[config.mk]
export PLATFORM = sky130hd
export DESIGN_NAME = tri_tlb_cache
export DESIGN_NICKNAME = d
export VERILOG_FILES = /design/src/rtl/tri_tlb_cache.sv
export SDC_FILE = /design/constraint.sdc
export NUM_CORES = 2
export LEC_CHECK = 0
export ABC_AREA = 1
export BUFFER_PORTS_ARGS = -buffer_cell sky130_fd_sc_hd__buf_4
export CORE_UTILIZATION = 45
export CTS_CLUSTER_DIAMETER = 50
export DETAILED_ROUTE_END_ITERATION = 7
export SLEW_MARGIN = 5
export SYNTH_ARGS = -nofsm -noshare
export SYNTH_HDL_FRONTEND = slang
export SYNTH_SLANG_ARGS = --single-unit
[constraint.sdc]
create_clock -name clk -period 9.2 [get_ports clk]
set_clock_uncertainty 0.05 [all_clocks]
set_input_delay 1.38 -clock clk [delete_from_list [all_inputs] [get_ports clk]]
set_output_delay 1.38 -clock clk [all_outputs]
set_load 0.05 [all_outputs]
[src/rtl/tri_tlb_cache.sv]
// ============================================================================
// Module   : tri_tlb_cache
// Purpose  : Small fully-associative translation cache in front of the
//            page-table walker. Hits are answered from local entries; a miss
//            issues one walker request, installs the returned PPN and then
//            acks the translator. One outstanding lookup at a time.
// Options  : TRI_TLB_PERF_EN adds saturating 32-bit hit_cnt / miss_cnt.
// Revision : 1.0 - initial release
// ============================================================================
`default_nettype none

module tri_tlb_cache #(
  parameter int ENTRIES = 8,
  parameter int VPN_W   = 52,
  parameter int PPN_W   = 44
) (
  input  logic             clk,
  input  logic             rst_n,
  input  logic             req_valid,
  input  logic [VPN_W-1:0] req_vpn,
  output logic             req_ack,
  output logic [PPN_W-1:0] req_ppn,
  output logic             ptw_req_valid,
  output logic [VPN_W-1:0] ptw_req_vpn,
  input  logic             ptw_req_ready,
  input  logic             ptw_resp_valid,
  input  logic [PPN_W-1:0] ptw_resp_ppn,
  input  logic             flush
`ifdef TRI_TLB_PERF_EN
  ,
  output logic [31:0]      hit_cnt,
  output logic [31:0]      miss_cnt
`endif
);

  localparam int IDX_W = (ENTRIES > 1) ? $clog2(ENTRIES) : 1;

  localparam logic [1:0] S_IDLE     = 2'd0;
  localparam logic [1:0] S_RESP     = 2'd1;
  localparam logic [1:0] S_PTW_REQ  = 2'd2;
  localparam logic [1:0] S_PTW_WAIT = 2'd3;

  logic [1:0]         r_state;
  logic [ENTRIES-1:0] r_vld;
  logic [VPN_W-1:0]   r_tag [ENTRIES];
  logic [PPN_W-1:0]   r_ppn [ENTRIES];
  logic [VPN_W-1:0]   r_vpn;
  logic [IDX_W-1:0]   r_ptr;
  logic               r_flush_pending;

  logic               w_hit;
  logic [PPN_W-1:0]   w_hit_ppn;
  logic               w_has_free;
  logic [IDX_W-1:0]   w_free_idx;
  logic [IDX_W-1:0]   w_victim;
  logic               w_lookup;
  logic               w_install;

  // Acks and walker requests are pure functions of the registered state.
  assign req_ack       = (r_state == S_RESP);
  assign ptw_req_valid = (r_state == S_PTW_REQ);
  assign ptw_req_vpn   = r_vpn;

  // A lookup only starts in idle when no flush competes for the cycle.
  assign w_lookup  = (r_state == S_IDLE) && req_valid && !flush;
  // Install is dropped if a flush lands on, or happened during, this walk.
  assign w_install = (r_state == S_PTW_WAIT) && ptw_resp_valid && !flush && !r_flush_pending;

  // Parallel full-width tag compare; tags are unique so OR-merging is safe.
  always_comb begin
    w_hit     = 1'b0;
    w_hit_ppn = '0;
    for (int i = 0; i < ENTRIES; i++) begin
      if (r_vld[i] && (r_tag[i] == req_vpn)) begin
        w_hit     = 1'b1;
        w_hit_ppn = w_hit_ppn | r_ppn[i];
      end
    end
  end

  // Lowest-index invalid entry (descending scan leaves the lowest one).
  always_comb begin
    w_has_free = 1'b0;
    w_free_idx = '0;
    for (int i = ENTRIES - 1; i >= 0; i--) begin
      if (!r_vld[i]) begin
        w_has_free = 1'b1;
        w_free_idx = IDX_W'(i);
      end
    end
  end

  assign w_victim = w_has_free ? w_free_idx : r_ptr;

  // Control FSM, entry valid bits, replacement pointer and flush tracking.
  always_ff @(posedge clk or negedge rst_n) begin
    if (!rst_n) begin
      r_state         <= S_IDLE;
      r_vld           <= '0;
      r_ptr           <= '0;
      r_flush_pending <= 1'b0;
      r_vpn           <= '0;
      req_ppn         <= '0;
    end else begin
      case (r_state)
        S_IDLE: begin
          if (w_lookup) begin
            r_vpn <= req_vpn;
            if (w_hit) begin
              req_ppn <= w_hit_ppn;
              r_state <= S_RESP;
            end else begin
              r_state <= S_PTW_REQ;
            end
          end
        end
        S_RESP: r_state <= S_IDLE;
        S_PTW_REQ: begin
          if (ptw_req_ready) r_state <= S_PTW_WAIT;
        end
        S_PTW_WAIT: begin
          if (ptw_resp_valid) begin
            req_ppn <= ptw_resp_ppn;
            r_state <= S_RESP;
          end
        end
        default: r_state <= S_IDLE;
      endcase

      if (flush) begin
        r_vld <= '0;
      end else if (w_install) begin
        r_vld[w_victim] <= 1'b1;
        // Pointer only advances when a valid entry is evicted.
        if (!w_has_free) r_ptr <= r_ptr + IDX_W'(1);
      end

      if ((r_state == S_IDLE) || (r_state == S_RESP)) begin
        r_flush_pending <= 1'b0;
      end else if (flush) begin
        r_flush_pending <= 1'b1;
      end
    end
  end

  // Entry payload needs no reset: it is only visible behind a valid bit.
  always_ff @(posedge clk) begin
    if (w_install) begin
      r_tag[w_victim] <= r_vpn;
      r_ppn[w_victim] <= ptw_resp_ppn;
    end
  end

`ifdef TRI_TLB_PERF_EN
  // Saturating hit/miss counters; flush leaves them untouched.
  always_ff @(posedge clk or negedge rst_n) begin
    if (!rst_n) begin
      hit_cnt  <= '0;
      miss_cnt <= '0;
    end else if (w_lookup) begin
      if (w_hit) begin
        if (hit_cnt != 32'hFFFF_FFFF) hit_cnt <= hit_cnt + 32'd1;
      end else begin
        if (miss_cnt != 32'hFFFF_FFFF) miss_cnt <= miss_cnt + 32'd1;
      end
    end
  end
`endif

endmodule

`default_nettype wire

======== After elaboration in Yosys (flattened, before gate mapping) ========
Memory sizes are Yosys's and may differ from the RTL's.
Cells that the tools add are included.
Widths: inputs -> output; s select.
word-level totals
  register bits ........................... 110
  bits in writable memories ............... 768
  input bits .............................. 102
  output and inout bits ................... 98
  logic and storage cells ................. 111
  memories kept ........................... 2
cells by class
  add/subtract/negate cells ............... 1
  $lt $le $gt $ge ......................... 2
  equality and inequality tests ........... 15
  muxes and demuxes ....................... 50
  bitwise gates (word level) .............. 10
  reductions and logical operators ........ 25
memory list
  memory  words  bits a word  read ports  clocked after memory_dff  wr ports  line  RTL
  r_tag   8      52           8           0                         1         45    logic [VPN_W-1:0] r_tag [ENTRIES];
  r_ppn   8      44           8           0                         1         46    logic [PPN_W-1:0] r_ppn [ENTRIES];
operators with widths
  kind                 number
  $mux 44              11
  $eq 52x52->1         8
  $or 44x44->44        7
  $pmux 44 s2          1
  $mux 3               9
  $mux 1               21
  $mux 8               2
  $logic_and 1x1->1    14
  $mux 2               4
  $or 8x8->8           1
  $pmux 2 s4           1
  $ne 2x2->1 const B   3
  $reduce_and 3->1     2
  $reduce_bool 2->1    3
  $eq 2x2->1 const B   2
  $lt 3x4->1 const B   1
  $reduce_and 4->1     1
  $add 3x1->3 const B  1
  $demux 1 s3          1
  $ge 3x1->1 const B   1
  $eq 2x1->1 const B   1
  $logic_not 1->1      2
  $logic_not 2->1      1
  $ne 2x1->1 const B   1
  3 further kinds      4

======== Logic depth before layout (Yosys ltp) ========
  depth in word-level cells ............... 20
  mapped depth ............................ 17
  depth with buffers taken out ............ 15

======== Worst setup path before layout ========
Ideal clock, no wire load.
  path type ............................... input-to-reg
  from .................................... in flush
  to ...................................... mem r_ppn[3][0], enable pin
  library setup time ...................... 0.552 ns
  arrival ................................. 6.140 ns
  data required time ...................... 8.598 ns
  slack ................................... 2.458 ns
  stages .................................. 6
  path buffers ............................ 1
  path through ............................ clkbuf_1 > nor2_1 > nand3_1 > a21oi_1 > nand2_1 > nor2_1
between the ends
  longest elaborated chain between the ends .. 5
ends and longest elaborated chain
  item                             line  RTL
  from (decl)                      28    input logic flush
  $logic_not 1->1                  67    assign w_install = (r_state == S_PTW_WAIT) && ptw_resp_valid && !flush && !r_flush_pending;
  $logic_and 1x1->1 (2 in series)  67
  $mux 1                           148   if (w_install) begin
  $mux 1 (implied by the code)     150   r_ppn[w_victim] <= ptw_resp_ppn;
  to (decl)                        46
No other way between the ends.

======== Worst setup path after layout ========
  from .................................... in req_vpn[40]
  to ...................................... reg req_ppn[34]
between the ends
  longest elaborated chain between the ends .. 20
  elaborated cells on any way between the ends .. 44
  those cells by class .................... 9 x eq/ne; 19 x mux; 7 x bitwise; 9 x reduce/logical
ends and longest elaborated chain
  item                  line  RTL
  from (decl)           20    input logic [VPN_W-1:0] req_vpn,
  $eq 52x52->1          74    if (r_vld[i] && (r_tag[i] == req_vpn)) begin
  $logic_and 1x1->1     74
  $mux 44               74
  $or 44x44->44         76    w_hit_ppn = w_hit_ppn | r_ppn[i];
  $mux 44               74
  $or 44x44->44         76
  $mux 44               74
  $or 44x44->44         76
  [4 not listed]        n/a
  $mux 44               74
  $or 44x44->44         76
  $mux 44               74
  $or 44x44->44         76
  $mux 44               74
  $mux 44               109   if (w_hit) begin
  $mux 44               107   if (w_lookup) begin
  $pmux 44 s2           105   case (r_state)
  to (signal assigned)  110   req_ppn <= w_hit_ppn;
  to (signal assigned)  123   req_ppn <= ptw_resp_ppn;
  to (decl)             22    output logic [PPN_W-1:0] req_ppn,
Parallel ways exist; a longest one is shown, timed or not. The select of a mux whose other input is x is not followed.
A chain may end at the register's enable or synchronous reset.

==> Implementation_results.wiki <==
{| class="wikitable"
! Metric !! Value
|-
| Max VDD drop || 0.000183 V
|-
| Die Wd || 294 µm
|-
| Share of the yosys chip area belonging to registers || 67.5%
|-
| Type of the setup path with the least slack || in -> reg
|-
| Number of synthesis warnings || 0
|-
| Power density over the cells || 267 nW/µm²
|-
| TritonCTS Sinks || 878
|-
| Crit path capture type || flop
|-
| Starting density of the core || 45.6%
|-
| Synthesized instance count || 3,797
|-
| Worst-case setup slack after placement || 4.11 ns
|-
| Number of nets in the layout || ~4,100
|-
| Final Worst Setup Slack || 4.55 ns
|-
| Worst Hold Class || reg -> reg
|-
| Number of fill cells in the layout || approximately 7,400
|-
| Required arrival time at the worst endpoint || between 9 and 10 ns
|-
| Min cycle time layout || approximately 4.6 ns
|-
| HPWL reported at the end of detailed placement || 80,000 µm
|-
| Unrepaired setup endpoints after global routing || no
|-
| TritonCTS clock tree || done
|-
| Fmax || approximately 220 MHz
|-
| Routed WL per cell || ~24 µm
|-
| Latest clock arrival within the worst-skew pair || between 0.6 and 0.7 ns
|-
| Die Area || about 86,000 µm²
|-
| Number of DRC markers after the initial detailed-route iteration || 3,735
|-
| Number of endpoints with negative hold slack in the final report || 0
|-
| Share of layout cells above drive strength 1 || 11.5%
|-
| Worst hold slack || ~0.44 ns
|-
| Number of top-level pins || 200
|-
| Buffer type at the clock tree root || sky130_fd_sc_hd__clkbuf_16
|-
| Final setup violation count || 0
|-
| Post-CTS Hold Fix Bufs || 0
|-
| Global routing usage summed across all routing layers || approximately 29%
|-
| Number of global-route vias before repair || 26,049
|-
| Cell depth of the worst hold path || 2
|-
| Fraction of the cycle the final worst path needs || roughly half
|-
| Wire length of the first global-routing pass || 182,000 µm
|-
| Critical Path Source Type || input port
|-
| Post-synthesis to final-layout area growth || 16.2%
|-
| Pin count of the biggest net entering global routing || 90
|-
| Number of library cell types mapped by synthesis || 30
|-
| Crit path arrival time || between 5 and 6 ns
|-
| CTS H-tree depth || 3
|-
| Vias per cell || between 5 and 6
|-
| Post-synthesis cell area || roughly 38,000 µm²
|-
| Run status || complete, no violations
|-
| Worst r2r path cells || 9
|-
| Antenna violations before repair || 5
|-
| Max-cap check violation count || 0
|-
| Final weighted congestion in routability-driven placement || 0.985
|-
| Sum of negative setup slack || 0 ns
|-
| Port buffer count || around 200
|-
| Vias after detailed routing || between 20,000 and 30,000
|-
| Final Power || 11.9 mW
|-
| TritonRoute pass-1 iters || 5
|-
| TritonCTS Buffers || between 100 and 150
|-
| Number of rows created at floorplan || 106
|-
| Die Y-Extent || 294 µm
|-
| Setup Buffers After CTS || 0
|-
| Pins Over Slew Limit || 0
|-
| DRC viols || 0
|-
| Flops & latches, synth || slightly below 900
|-
| Worst slew margin relative to its limit || 23.0%
|-
| Slew of the pin with the lowest slew margin || between 1 and 1.5 ns
|-
| Bufs on Longest Clock Path || 3
|-
| Count of antenna-violating nets left after detailed routing || 0
|-
| Post-Syn Nets || just under 4,000
|-
| Global route overflow || 0
|-
| Syn_area_per_cell || 10.1 µm²
|-
| Post_cts resized || 0
|-
| Static power due to leakage || 18.3 nW
|-
| Critical-path maximum fanout || 88
|-
| Total wire length after detailed routing || 127,000 µm
|-
| Clock slew at the register clock pins of the worst setup and hold paths || 0.06 ns
|-
| Std-Cell Core Area || approximately 84,000 µm²
|}
-- cell usage in the layout (no fill, tap or decap), types with 3 or more instances in the layout --
cell type,instances
sky130_fd_sc_hd__nand2_1,1200
sky130_fd_sc_hd__buf_4,234
sky130_fd_sc_hd__nand4_1,3
sky130_fd_sc_hd__clkbuf_8,4
sky130_fd_sc_hd__inv_2,30
sky130_fd_sc_hd__clkbuf_1,17
sky130_fd_sc_hd__nor2_1,433
sky130_fd_sc_hd__clkinv_1,9
sky130_fd_sc_hd__clkbuf_16,108
sky130_fd_sc_hd__nand3_1,414
sky130_fd_sc_hd__a21oi_1,95
sky130_fd_sc_hd__bufinv_16,14
sky130_fd_sc_hd__xor2_1,42
sky130_fd_sc_hd__edfxtp_1,768
sky130_fd_sc_hd__o21ai_0,156
sky130_fd_sc_hd__clkinv_2,19
sky130_fd_sc_hd__nor3_1,4
sky130_fd_sc_hd__diode_2,3
sky130_fd_sc_hd__o22ai_1,19
sky130_fd_sc_hd__clkinvlp_4,11
sky130_fd_sc_hd__nor2_4,24
sky130_fd_sc_hd__clkinv_4,13
sky130_fd_sc_hd__dfrtp_1,110
sky130_fd_sc_hd__inv_1,295
sky130_fd_sc_hd__o21ai_1,26
sky130_fd_sc_hd__inv_6,3
sky130_fd_sc_hd__xnor2_1,12
-- sequential cells by signal, indices dropped and copies added, names as in the netlist --
| signal | flops |
|---|---|
| ptw_req_vpn | 52 |
| r_ppn | 352 |
| r_ptr | 3 |
| r_flush_pending | 1 |
| req_ppn | 44 |
| r_vld | 8 |
| r_state | 2 |
| r_tag | 416 |
-- power by group --
group	switching, mW	leakage [nW]	internal (mW)
combinational	1.57	8.24	0.550
sequential	0.573	8.29	4.89
clock	1.70	1.74	2.59
total	3.84	18.3	8.03
-- Yosys cell counts --
master | n | area, µm²
sky130_fd_sc_hd__o21ai_0 | 156 | 781
sky130_fd_sc_hd__nand2_1 | 1200 | 4500
sky130_fd_sc_hd__buf_2 | 123 | 616
sky130_fd_sc_hd__nor4_1 | 1 | 6.26
sky130_fd_sc_hd__nand3b_1 | 1 | 7.51
sky130_fd_sc_hd__buf_4 | 1 | 7.51
sky130_fd_sc_hd__a21boi_0 | 1 | 7.51
sky130_fd_sc_hd__edfxtp_1 | 768 | 23100
sky130_fd_sc_hd__nor2_2 | 12 | 75.1
sky130_fd_sc_hd__clkbuf_1 | 21 | 78.8
sky130_fd_sc_hd__nand3_1 | 414 | 2070
sky130_fd_sc_hd__nand4_1 | 3 | 18.8
sky130_fd_sc_hd__nand3_2 | 1 | 10.0
sky130_fd_sc_hd__nor2_4 | 4 | 45.0
sky130_fd_sc_hd__inv_2 | 31 | 116
sky130_fd_sc_hd__xor2_1 | 42 | 368
sky130_fd_sc_hd__o22ai_1 | 19 | 119
sky130_fd_sc_hd__nor2_1 | 441 | 1660
sky130_fd_sc_hd__buf_1 | 7 | 26.3
sky130_fd_sc_hd__buf_6 | 3 | 33.8
sky130_fd_sc_hd__dfrtp_1 | 110 | 2750
sky130_fd_sc_hd__ha_1 | 1 | 12.5
sky130_fd_sc_hd__a21oi_1 | 95 | 475
sky130_fd_sc_hd__a211oi_1 | 1 | 7.51
sky130_fd_sc_hd__or2_2 | 1 | 6.26
sky130_fd_sc_hd__o31ai_1 | 1 | 7.51
sky130_fd_sc_hd__o21ai_1 | 27 | 135
sky130_fd_sc_hd__inv_1 | 296 | 1110
sky130_fd_sc_hd__nor3_1 | 4 | 20.0
sky130_fd_sc_hd__xnor2_1 | 12 | 105
-- kinds of logic after synthesis --
logic type | synth area share, %
DFF | 67.5
and+or+nand+nor | 22.0
adders and majority gates | 0.0327
buffers and inverters | 5.20
AOI/OAI and AO/OA | 4.01
xor gates and xnor gates | 1.24
-- metal layers --
metal | part of all wire (%) | global-route usage (%)
met5 | 0.025 | 0
met4 | 2.9 | 9.15
met3 | 11 | 6.34
met2 | 45 | 44.1
met1 | 41 | 42.4
-- through the flow --
stage                     utilization (%)  instance area, µm²  instances
after floorplan                         -               38200       3797
after global placement               48.7               40800       5012
after detailed placement             48.7               40800       5012
after CTS                            53.0               44400       5210
after global routing                 53.0               44400       5210
final                                53.0               44400       5213
-- final timing paths --
check / startpoint / endpoint / slack (ns)
worst max-delay path: req_vpn[40] / req_ppn[34]$_DFFE_PN0P_ / 4.55
worst min-delay path: r_flush_pending$_DFFE_PN0P_ / r_flush_pending$_DFFE_PN0P_ / 0.44
worst max register to register: r_vld[3]$_DFFE_PN0P_ / r_ppn[3][2]$_DFFE_PP_ / 5.09
worst min register to register: r_flush_pending$_DFFE_PN0P_ / r_flush_pending$_DFFE_PN0P_ / 0.44
max in group asynchronous: rst_n / ptw_req_vpn[48]$_DFFE_PN0P_ / 7.09
min in group asynchronous: rst_n / req_ppn[3]$_DFFE_PN0P_ / 0.74
-- area by class of cell --
cell class,count,area (µm²),area share (%)
clock inverters,69,790,1.78
inverters,327,1230,2.77
flip-flops and latches,878,25800,58.1
repair buffers,236,1790,4.02
well taps,1134,1420,3.19
clock buffers,129,2820,6.35
diodes,3,7.51,0.0169
multi-input cells,2437,10600,23.8
-- worst max-delay path, cell delays in order --
cell	delay, ns
sky130_fd_sc_hd__buf_4	0.19
sky130_fd_sc_hd__inv_1	0.19
sky130_fd_sc_hd__nand2_1	0.10
sky130_fd_sc_hd__nand2_1	0.10
sky130_fd_sc_hd__nor2_1	0.32
sky130_fd_sc_hd__nand2_1	0.14
sky130_fd_sc_hd__nor2_1	0.36
sky130_fd_sc_hd__nand2_1	0.19
sky130_fd_sc_hd__nor2_4	0.13
sky130_fd_sc_hd__buf_4	0.55
sky130_fd_sc_hd__nand2_1	0.11
sky130_fd_sc_hd__nand2_1	0.10
sky130_fd_sc_hd__nor2_1	0.07
sky130_fd_sc_hd__nand3_4	0.05
sky130_fd_sc_hd__buf_4	0.72
sky130_fd_sc_hd__nand3_1	0.15
sky130_fd_sc_hd__nor2_1	0.13
sky130_fd_sc_hd__nor2_1	0.05
No activity file was read; power rests on OpenSTA's default activity.
